`src/rtl/button_press_decoder.sv`:
```
// Turns a debounced button level into press / long-press / auto-repeat single-cycle events.
// Define AUTO_REPEAT_EN to build the auto-repeat stream; otherwise a long hold latches until release.
module button_press_decoder #(
    parameter int unsigned LONG_CYCLES   = 50_000_000,
    parameter int unsigned REPEAT_CYCLES = 10_000_000,
    parameter int unsigned CNT_W         = 26
) (
    input  logic clk,
    input  logic rst_n,
    input  logic clean,
    output logic press_pulse,
    output logic long_pulse,
    output logic repeat_pulse,
    output logic held
);

    localparam logic [1:0] ST_IDLE    = 2'd0;
    localparam logic [1:0] ST_PRESSED = 2'd1;
`ifdef AUTO_REPEAT_EN
    localparam logic [1:0] ST_REPEAT  = 2'd2;
`else
    localparam logic [1:0] ST_LATCHED = 2'd2;
`endif

    localparam logic [CNT_W-1:0] LONG_LAST = CNT_W'(LONG_CYCLES - 1);

    // Thresholds below 2 would collapse the hold timer into the press cycle.
    if (LONG_CYCLES < 2 || REPEAT_CYCLES < 2) begin : g_param_check
        $error("button_press_decoder: LONG_CYCLES and REPEAT_CYCLES must be >= 2");
    end

    logic [1:0]       state_q, state_d;
    logic [CNT_W-1:0] cnt_q, cnt_d;
    logic             clean_q;
    logic             rise;
    logic             press_d, long_d;

    assign rise = clean & ~clean_q;

`ifdef AUTO_REPEAT_EN
    localparam logic [CNT_W-1:0] REPEAT_LAST = CNT_W'(REPEAT_CYCLES - 1);

    logic repeat_d;

    always_comb begin
        state_d  = state_q;
        cnt_d    = cnt_q;
        press_d  = 1'b0;
        long_d   = 1'b0;
        repeat_d = 1'b0;
        case (state_q)
            ST_IDLE: begin
                cnt_d = '0;
                if (rise) begin
                    state_d = ST_PRESSED;
                    press_d = 1'b1;
                end
            end
            ST_PRESSED: begin
                if (!clean) begin
                    state_d = ST_IDLE;
                    cnt_d   = '0;
                end else if (cnt_q == LONG_LAST) begin
                    state_d = ST_REPEAT;
                    cnt_d   = '0;
                    long_d  = 1'b1;
                end else begin
                    cnt_d = cnt_q + CNT_W'(1);
                end
            end
            ST_REPEAT: begin
                if (!clean) begin
                    state_d = ST_IDLE;
                    cnt_d   = '0;
                end else if (cnt_q == REPEAT_LAST) begin
                    cnt_d    = '0;
                    repeat_d = 1'b1;
                end else begin
                    cnt_d = cnt_q + CNT_W'(1);
                end
            end
            default: begin
                state_d = ST_IDLE;
                cnt_d   = '0;
            end
        endcase
    end

    always_ff @(posedge clk) begin
        if (!rst_n) begin
            repeat_pulse <= 1'b0;
        end else begin
            repeat_pulse <= repeat_d;
        end
    end
`else
    always_comb begin
        state_d = state_q;
        cnt_d   = cnt_q;
        press_d = 1'b0;
        long_d  = 1'b0;
        case (state_q)
            ST_IDLE: begin
                cnt_d = '0;
                if (rise) begin
                    state_d = ST_PRESSED;
                    press_d = 1'b1;
                end
            end
            ST_PRESSED: begin
                if (!clean) begin
                    state_d = ST_IDLE;
                    cnt_d   = '0;
                end else if (cnt_q == LONG_LAST) begin
                    state_d = ST_LATCHED;
                    cnt_d   = '0;
                    long_d  = 1'b1;
                end else begin
                    cnt_d = cnt_q + CNT_W'(1);
                end
            end
            ST_LATCHED: begin
                cnt_d = '0;
                if (!clean) begin
                    state_d = ST_IDLE;
                end
            end
            default: begin
                state_d = ST_IDLE;
                cnt_d   = '0;
            end
        endcase
    end

    assign repeat_pulse = 1'b0;
`endif

    // clean_q resets high so a button held through reset must be released before it counts.
    always_ff @(posedge clk) begin
        if (!rst_n) begin
            state_q     <= ST_IDLE;
            cnt_q       <= '0;
            clean_q     <= 1'b1;
            press_pulse <= 1'b0;
            long_pulse  <= 1'b0;
            held        <= 1'b0;
        end else begin
            state_q     <= state_d;
            cnt_q       <= cnt_d;
            clean_q     <= clean;
            press_pulse <= press_d;
            long_pulse  <= long_d;
            held        <= (state_d != ST_IDLE);
        end
    end

endmodule
```
`config.mk`:
```
export PLATFORM = sky130hd
export DESIGN_NAME = button_press_decoder
export DESIGN_NICKNAME = d
export VERILOG_FILES = /design/src/rtl/button_press_decoder.sv
export SDC_FILE = /design/constraint.sdc
export NUM_CORES = 1
export LEC_CHECK = 0
export ABC_AREA = 1
export BUFFER_PORTS_ARGS = -buffer_cell sky130_fd_sc_hd__buf_2
export CORE_UTILIZATION = 59
export DETAILED_ROUTE_END_ITERATION = 8
export GPL_TIMING_DRIVEN = 0
export PLACE_DENSITY = 0.86
export SLEW_MARGIN = 5
export SYNTH_ARGS = -nofsm -noshare
export SYNTH_HDL_FRONTEND = slang
export SYNTH_SLANG_ARGS = --single-unit
```
`constraint.sdc`:
```
create_clock -name clk -period 1.9 [get_ports clk]
set_clock_uncertainty 0.1 [all_clocks]
set_input_delay 0.19 -clock clk [delete_from_list [all_inputs] [get_ports clk]]
set_output_delay 0.19 -clock clk [all_outputs]
set_load 0.03 [all_outputs]
```
Yosys cells after proc, flatten, opt, wreduce, memory -nomap -nowiden
Index checks and enable logic that the tools add are counted.

Flip-flop bits (word level): 32. Bits in latches: 0. Memory bits (writable): 0. Bits in read-only memories: 0. Input bits: 3. Logic and storage cells: 27. Memories: 0.

Add/subtract/negate cells: 1. Multiply operators: 0. Divide/modulo/power cells: 0. Order comparisons: 0. Equal/unequal tests: 3. Shifts and indexed selects: 0. Mux-type cells: 7. Bitwise logic cells: 5. Reductions and logical operators: 5.

Operators by type and width (number): 26-bit by 1-bit adder with 26-bit output, second input constant (1); 26-bit == test, second input constant (1); 2-bit two-way mux (4); 2-bit one-hot mux with 3 select lines (1); 1-bit NOT (4); 4-bit OR reduction (1); 3-bit AND reduction (1); 2-bit by 1-bit == test with 1-bit output, second input constant (1); 2-bit == test, second input constant (1); 2-bit zero test (1); 1-bit two-way mux (2); 2-bit AND reduction (1); 2-bit nonzero test (1); 1-bit bitwise AND (1).

Logic depth before layout (Yosys ltp)
Gate-level depths: netlist of the first run.

Word-level depth: 5. Mapped depth: 10.

Worst setup path after synthesis of the first run
No wires, ideal clock.

Path type: register -> register. Start point: register cnt_q[0]. End point: register cnt_q[12]. Data arrival time: 1262 ps. Data required time: 1685 ps. Slack: 423 ps. Cell stages (with the launch flop): 10. Buffers on the path: 1. Clock period less this slack: 1477 ps. Cells stage by stage: dfxtp_1 ha_1 nand3_1 inv_1 nand2_1 nor2_1 nand2_2 nand3_4 buf_6 nor2_1.

Longest elaborated chain between the ends: 2.

RTL lines: start: declaration (line 33) `logic [CNT_W-1:0] cnt_q, cnt_d;`; start signal: assignment (line 149) `cnt_q <= cnt_d;`; parallel branches: the longest is 2 deep, another holds 26-bit by 1-bit adder with 26-bit output.

Several ways; the timed one is not identified. A chain may end at the register's enable or synchronous reset.

Worst setup path in the final report of the first run
Start point: register cnt_q[0]. End point: register cnt_q[2].

The elaborated chain is that of the path after synthesis.

==> results of run 1 <==
## worst max-delay path, cell delays in order (launching register included)
cell     delay, ns
dfxtp_1       0.37
ha_1          0.20
nand3_1       0.15
inv_1         0.12
nand2_1       0.06
nor2_1        0.16
nand2_2       0.10
nand3_4       0.12
buf_6         0.16
nor2_1        0.05
## kinds of logic (layout without fill, tap and decap cells)
group | Yosys count | after routing | share of synthesized area (%)
AND/OR/NAND/NOR | 146 | 146 | 40.7
other | 1 | 1 | 0.236
XOR/XNOR | 12 | 12 | 6.61
flip-flops | 32 | 32 | 40.3
AO/OA/AOI/OAI | 8 | 8 | 2.68
adder cells (fa/ha/maj) | 1 | 1 | 0.787
buffers and inverters | 32 | 47 | 8.73
## layout make-up
type / instances / share of cell area, %
inverter: 29 / 6.21
buffer: 3 / 1.71
tap: 30 / 2.14
multi-input combinational: 168 / 46.3
clock inverter: 3 / 2.43
sequential: 32 / 36.5
clock buffer: 5 / 2.14
timing repair buffer: 7 / 2.57
## routing by layer
layer  global-route usage (%)  routed length [µm]
met5                        0                   0
met4                     16.7                  60
met3                     5.93                 170
met2                     39.7                1420
met1                     29.1                1390
## layout by cell type (no fill, tap or decap), drive strengths merged, types with 2 or more instances in the layout
cell         count
a21oi            7
buf              8
clkbuf           5
dfxtp           32
dlygate4sd3      2
inv             29
nand2           63
nand3           22
nand4            2
nor2            51
nor3             4
or2              2
xnor2            5
xor2             7
## path summary, 6_finish.rpt
kind / from / endpoint / depth (start not counted)
min: clean / press_pulse / 3
max: cnt_q[0] / cnt_q[2] / 9
min reg2reg: cnt_q[0] / cnt_q[0] / 1
max reg2reg: cnt_q[0] / cnt_q[2] / 9
## registers in the layout (all words and copies together) (netlist names)
register	flops
clean_q	1
state_q	2
press_pulse	1
held	1
long_pulse	1
cnt_q	26
## timing repair
item                                   CTS  global route
resized for setup                        0             0
hold buffers                             2             0
endpoints found under the hold margin    1             0
buffers inserted                         0             0
## stage by stage
| stage | utilization (%) | power, mW |
|---|---|---|
| floorplan | - | 0.707 |
| global placement | 65.5 | 0.714 |
| detailed placement | 65.5 | 0.715 |
| CTS | 69.5 | 1.24 |
| global route | 69.5 | 1.26 |
| finish | 69.5 | 1.23 |
## power breakdown
part | internal, mW | total, mW | switching [mW] | leakage (nW)
clock | 0.274 | 0.528 | 0.254 | 0.0412
sequential | 0.674 | 0.675 | 0.00130 | 0.258
combinational | 0.0105 | 0.0275 | 0.0171 | 0.355
total | 0.958 | 1.23 | 0.272 | 0.654
==> metrics.csv, run 1 <==
stage,metric,value,unit
routing,drt_pass1_iterations,4,
cells_and_area,seqCellArea,641,µm²
clocking,cts_tree,built,
yosys,yosysTopAreaCell,dfxtp_1,
yosys,synth_common_cells,"nand2_1 (60), nor2_1 (45), dfxtp_1 (32)",
sta,fin_crit_sh,89.0,%
sta,min_period,1.69,ns
status,status,"complete, no violations",
die,chipHeight,53.9,µm
cells_and_area,syn2layout_area_growth,10.2,%
placed_design,dp_cells,267,
cells_and_area,fillerInstances,222,
clocking,path_clk_slew,0.10,ns
die,initial_utilization,63.0,%
placed_design,hpwlAfterDp,2.28,mm
grt,grt_pass1_wl,4.95,mm
placed_design,dpl_cell_area,0.00165,mm²
cells_and_area,finalNetCount,250,
setup_path,crit_type,reg -> reg,
clocking,clkSinkCount,32,
min_path,hold_path.class,in -> reg,
placed_design,dp_slack,0.226,ns
yosys,yosysMostFrequentCell,nand2_1,
yosys,seq_area_frac_synth,40.3,%
die,coreArea,0.00252,mm²
die,dieArea,0.00291,mm²
yosys,avgSynthCellArea,6.85,µm²
yosys,syn_inst,232,
sta,setup_tns,0,ns
yosys,synthFlopType,dfxtp_1,
routing,wirelength,3.04,mm
sta,finalHoldViolations,0,
cells_and_area,multi_input_area,811,µm²
die,die_w,53.9,µm
yosys,ys_types,24,
grt,grt-ovfl-total,0,
yosys,synth_top_area_share,40.3,%
setup_path,path_max_fanout,10,
cells_and_area,finalInstanceArea,0.00175,mm²
setup_path,endpoint_kind,register,
yosys,ys_seq_elements,32,
pwr,p_per_area,702,mW/mm²
routing,via_per_inst,4.96,
clocking,cts_root_buf,clkbuf_4,
setup_path,rrSetupSlack,0.21,ns
sta,final_max_slew_viol_count,0,
routing,num_vias,1375,
placed_design,portBuffers,5,
clocking,clk_latency,0.36,ns
yosys,synth_fp_nets,236,
flow_run,cap_violations,0,
sta,setup_viol,0,
grt,grt_max_degree,12,
yosys,yosys-top-cells-area,"dfxtp_1 (40%), nand2_1 (14%), nor2_1 (11%)",
routing,ant_nets,0,
routing,drt-initial-drc-count,28,
clocking,cts_made_buffers,5,
routing,drc,0,
cells_and_area,fin_cells,277,
setup_path,cp.arrival,1.85,ns
clocking,cts_buffer_depth,2,
cells_and_area,drive_gt1_share,11.3,%
pwr,p_leak,0.654,nW
grt,grt_pass1_vias,1242,
placed_design,routabilityCongestion,0.930,
routing,routedWlPerCell,11.0,µm
sta,whs,0.0407,ns
yosys,synth_area,0.00159,mm²
setup_path,cp.required,2.06,ns
clocking,htreeDepth,2,
cells_and_area,diodes,0,
yosys,synthArstFlopShare,0,%
sta,rsz0062_at_grt,false,
grt,gr-usage-all-layers,24.8,%
grt,antenna_found_initial,0,
sta,max_freq,592,MHz
die,ioPinCount,7,
sta,fin_ws,0.210,ns
setup_path,cp-start-kind,register,
die,core.rowCount,18,
yosys,synth_edf_count,0,
yosys,yosys_warnings,0,
pwr,vdd_drop_max,0.735,mV
Note: power is estimated with default switching activity, not from simulation.
==> inputs of run 2 (changes only) <==
Settings changed: CORE_MARGIN set to 8.
==> run 2 against run 1 <==
Compared with the run above:
- worst setup slack improved by 0.027 ns
- sequential power about the same
- cell area is essentially flat
- fmax grew 1.6%
- non-clock buffer count did not move
- die area increased by 59%
- total power shrank 0.61%
- clock-buffer cell count did not move
- critical path depth did not move
- hold slack got worse by 0.0035 ns
- combinational power hardly changed
- critical endpoint is now cnt_q[23]
- largest cell class unchanged
- largest power group unchanged
- highest routed layer unchanged
==> metrics.csv, run 2 (synthesis gave the netlist of run 1 again) <==
stage,metric,value,unit
status,status,"complete, no violations",
routing,via_per_inst,4.93,
clocking,cts_made_buffers,5,
setup_path,rr_worst_depth,9,
cells_and_area,finalNetCount,250,
sta,final_max_slew_viol_count,0,
routing,wirelength,3.01,mm
cells_and_area,fin_cells,278,
sta,fin_crit_sh,87.6,%
cells_and_area,top_register,cnt_q,
clocking,path_clk_slew,0.10,ns
clocking,clk_latency,0.34,ns
placed_design,dp_slack,0.224,ns
grt,grtUsageMet1,17.2,%
grt,antenna_found_initial,0,
cells_and_area,post-route-util,65.9,%
cells_and_area,top_regs,"cnt_q x26, state_q x2",
setup_path,rrSetupSlack,0.24,ns
setup_path,worstReg2RegStart,cnt_q[0],
cells_and_area,diodes,0,
grt,grt_use_met2,25.7,%
cells_and_area,largest_reg_flops,26,
cells_and_area,fillerInstances,258,
grt,gr-usage-all-layers,15.4,%
setup_path,slowest_delay,0.37,ns
clocking,cts_buffer_depth,2,
grt,grt-ovfl-total,0,
min_path,min_path_cells,3,
routing,drt-initial-drc-count,66,
setup_path,crit_chain,ha_1 > nand3_1 > inv_1 > nand2_1 > nor2_1 > nand2_2 > nand3_4 > buf_6 > nor2_1,
min_path,hold_path.class,in -> reg,
clocking,cts_tree,built,
clocking,post_cts_resized,0,
clocking,htreeDepth,2,
setup_path,r2r_end,cnt_q[23],
die,ioPinCount,7,
setup_path,cp.required,2.04,ns
routing,num_vias,1371,
sta,finalHoldViolations,0,
die,die_w,67.9,µm
flow_run,cap_violations,0,
routing,drt_pass1_iterations,4,
grt,grt_pass1_vias,1315,
clocking,clkSinkCount,32,
die,chipHeight,67.9,µm
sta,fin_ws,0.237,ns
sta,rsz0062_at_grt,false,
die,coreArea,0.00266,mm²
cells_and_area,seqCellArea,641,µm²
die,dieArea,0.00461,mm²
cells_and_area,layout_commonest_cell,nand2_1,
pwr,p_leak,0.654,nW
setup_path,endpoint_kind,register,
cells_and_area,drive_gt1_share,11.3,%
sta,setup_tns,0,ns
setup_path,startpoint,cnt_q[0],
cells_and_area,multi_input_area,811,µm²
routing,routedWlPerCell,10.8,µm
sta,setup_viol,0,
placed_design,routabilityCongestion,0.874,
setup_path,crit_top_cell,nor2_1,
cells_and_area,final_cell_mix,"nand2_1 (60), nor2_1 (45), dfxtp_1 (32)",
min_path,hp-start,clean,
setup_path,crit_type,reg -> reg,
placed_design,hpwlAfterDp,2.30,mm
grt,top_usage_layer,met2,
die,initial_utilization,59.7,%
min_path,worstHoldEndpoint,press_pulse,
routing,ant_nets,0,
grt,grt_max_degree,12,
setup_path,crit_path_top_delay_cell,dfxtp_1,
setup_path,path_max_fanout,10,
clocking,cts_root_buf,clkbuf_4,
pwr,vdd_drop_max,0.618,mV
routing,drc,0,
die,core.rowCount,19,
pwr,finalPower,1.22,mW
placed_design,dpl_cell_area,0.00165,mm²
sta,min_period,1.66,ns
setup_path,cp-start-kind,register,
grt,grt_pass1_wl,5.46,mm
placed_design,portBuffers,5,
placed_design,dp_cells,268,
grt,use_met3,5.89,%
sta,whs,0.0373,ns
sta,max_freq,601,MHz
cells_and_area,finalInstanceArea,0.00175,mm²
pwr,p_per_area,697,mW/mm²
cells_and_area,syn2layout_area_growth,10.3,%
setup_path,cp.arrival,1.80,ns
run 2: cell counts in the layout (fill, tap and decap cells not counted):
No cell type changed its count.
run 2: how the worst max path moves through the flow:
| stage | slack [ns] | endpoint | depth (start not counted) |
|---|---|---|---|
| finish | 0.24 | cnt_q[23] | 9 |
| detailed placement | 0.22 | cnt_q[23] | 9 |
| CTS | 0.21 | cnt_q[23] | 9 |
| global route | 0.09 | cnt_q[23] | 9 |
| floorplan | 0.42 | cnt_q[12] | 9 |
| global placement | 0.26 | cnt_q[12] | 9 |
run 2: power by group:
group | switching [mW] | total (mW) | internal [mW]
registers | 0.00131 | 0.675 | 0.674
logic | 0.0170 | 0.0275 | 0.0105
clock network | 0.246 | 0.520 | 0.274
total | 0.265 | 1.22 | 0.958
run 2: final cells by class:
class,count,share of cell area (%)
Inverter,29,6.21
Timing Repair Buffer,7,2.57
Tap cell,31,2.21
Buffer,3,1.71
Clock buffer,5,2.14
Multi-Input combinational cell,168,46.2
Clock inverter,3,2.43
Sequential cell,32,36.5
run 2: worst max-delay path: cells and delay by family (launching register included):
kind                     cells  cell delay (ns)
adder cells (fa/ha/maj)      1             0.20
buffers and inverters        2             0.28
flip-flops                   1             0.37
AND/OR/NAND/NOR              6             0.62
run 2: timing repair:
action,CTS,global route
hold buffers,2,0
buffers inserted,0,0
hold endpoints to repair,1,0
run 2: metal layers:
metal | part of all wire, % | wire length (µm)
met5 | 0 | 0
met4 | 1.6 | 48
met3 | 4.8 | 144
met2 | 46 | 1390
met1 | 47 | 1430
==> inputs of run 3 (changes only) <==
Settings changed: CORE_UTILIZATION 59 to 45, PLACE_DENSITY 0.86 to 0.7.
==> run 3 against run 2 <==
Compared with the run above:
- hold slack improved by 0.0038 ns
- final cell count rose by 5.0%
- register-to-register slack is essentially flat
- first-iteration DRC count rose by 56%
- critical path type unchanged
- die area grew 23%
- total power shrank 13%
- cell area shrank 0.71%
==> metrics.csv, run 3 (synthesis gave the netlist of run 1 again) <==
stage,metric,value,unit
routing,drt-initial-drc-count,103,
clocking,cts_root_buf,clkbuf_4,
cells_and_area,layout_commonest_cell,nand2_1,
pwr,p_clk_share,34.0,%
cells_and_area,top_regs,"cnt_q x26, state_q x2",
die,ioPinCount,7,
pwr,seq_power_share,63.4,%
sta,final_max_slew_viol_count,0,
sta,whs,0.0411,ns
setup_path,cp.required,2.03,ns
clocking,clkSinkCount,32,
cells_and_area,final_cell_mix,"nand2_1 (60), nor2_1 (44), dfxtp_1 (32)",
setup_path,worstReg2RegStart,cnt_q[0],
clocking,cts_tree,built,
status,status,"complete, no violations",
cells_and_area,top_register,cnt_q,
grt,grt_pass1_wl,5.55,mm
routing,drt_pass1_iterations,4,
sta,max_freq,602,MHz
grt,grt_max_degree,11,
pwr,swShare,22.9,%
grt,grt-ovfl-total,0,
setup_path,crit_chain,ha_1 > nand3_1 > inv_1 > nand2_1 > nor2_2 > nand2_2 > nand3_4 > buf_6 > nor2_1,
grt,antenna_found_initial,0,
sta,setup_tns,0,ns
sta,rsz0062_at_grt,false,
pwr,p_int,820,µW
grt,gr-usage-all-layers,13.2,%
die,dieArea,0.00569,mm²
setup_path,cp.arrival,1.80,ns
placed_design,hpwlAfterDp,2.33,mm
cells_and_area,multi_input_area,813,µm²
cells_and_area,finalNetCount,250,
placed_design,routabilityCongestion,0.818,
sta,min_period,1.66,ns
clocking,cts_buffer_depth,2,
sta,fin_crit_sh,87.5,%
flow_run,cap_violations,0,
pwr,vdd_drop_max,0.350,mV
die,core.rowCount,21,
clocking,path_clk_slew,0.10,ns
clocking,clk_latency,0.34,ns
cells_and_area,syn2layout_area_growth,9.52,%
die,chipHeight,75.4,µm
pwr,p_per_area,611,mW/mm²
pwr,p_sw,244,µW
routing,via_per_inst,4.62,
setup_path,crit_type,reg -> reg,
pwr,comb_power_share,2.6,%
min_path,hold_path.class,in -> reg,
die,coreArea,0.00336,mm²
cells_and_area,diodes,0,
sta,finalHoldViolations,0,
setup_path,cp-start-kind,register,
setup_path,startpoint,cnt_q[0],
routing,routedWlPerCell,10.5,µm
setup_path,slowest_delay,0.37,ns
placed_design,portBuffers,5,
routing,num_vias,1350,
clocking,cts_made_buffers,5,
setup_path,crit_path_top_delay_cell,dfxtp_1,
clocking,htreeDepth,2,
routing,wirelength,3.07,mm
cells_and_area,fillerInstances,357,
setup_path,path_max_fanout,10,
routing,ant_nets,0,
cells_and_area,largest_reg_flops,26,
die,die_w,75.4,µm
grt,grt_pass1_vias,1303,
sta,setup_viol,0,
pwr,p_leak,0.641,nW
routing,drc,0,
setup_path,endpoint_kind,register,
cells_and_area,drive_gt1_share,11.0,%
die,initial_utilization,47.3,%
clocking,cts_setup_buffers,0,
min_path,hp-start,clean,
cells_and_area,seqCellArea,641,µm²
-- run 3: cell count changes in the layout (fill, tap and decap cells not counted), sizes merged --
cell / previous run / this run
clkinvlp: 1 / 0
bufinv: 1 / 0
clkbuf: 5 / 6
-- run 3: path summary, 6_finish.rpt --
check / endpoint / slack [ns] / cells after the start
min reg2reg: cnt_q[0] / 0.36 / 1
max: cnt_q[12] / 0.24 / 9
max reg2reg: cnt_q[12] / 0.24 / 9
min: press_pulse / 0.04 / 3
-- run 3: area by class of cell --
type | instances | share of cell area, %
sequential | 32 | 36.8
clock inverter | 1 | 0.287
buffer | 3 | 1.72
timing repair buffer | 7 | 2.59
inverter | 29 | 6.25
tap | 46 | 3.30
clock buffer | 6 | 2.37
multi-input combinational | 168 | 46.7
-- run 3: critical path, delay by kind of cell, from the launching register on --
kind / cells / cell delay (ns)
adders and majority gates: 1 / 0.20
buffers and inverters: 2 / 0.29
DFF: 1 / 0.37
and+or+nand+nor: 6 / 0.60
-- run 3: power by group through the flow --
stage	Sequential (mW)	Clock (mW)	Combinational [mW]
floorplan	0.693	0	0.0135
global placement	0.691	0	0.0239
detailed placement	0.691	0	0.0239
CTS	0.675	0.374	0.0270
global route	0.676	0.404	0.0297
finish	0.675	0.362	0.0274
-- run 3: routing by layer --
metal | part of all wire [%] | GRT usage, % | vias up
met3 | 5.4 | 6.32 | 5
met1 | 48 | 14.6 | 586
met4 | 1.7 | 6.40 | 0
met5 | 0 | 0 | -
li1 | - | - | 736
met2 | 44 | 21.0 | 23
-- run 3: stage by stage --
stage,instances,area [µm²],setup slack (ns),power (mW),utilization (%)
2_1_floorplan,232,1590,0.423,0.707,-
3_5_place_dp,283,1670,0.203,0.715,49.7
4_1_cts,292,1740,0.178,1.08,51.7
6_report,292,1740,0.238,1.06,51.8
3_3_place_gp,283,1670,0.241,0.715,49.7
5_1_grt,292,1740,0.0540,1.11,51.8
-- run 3: repair_timing --
action,in CTS,in global routing
gates resized for setup,0,1
endpoints found under the setup margin,0,5
endpoints found under the hold margin,1,0
hold buffers,2,0
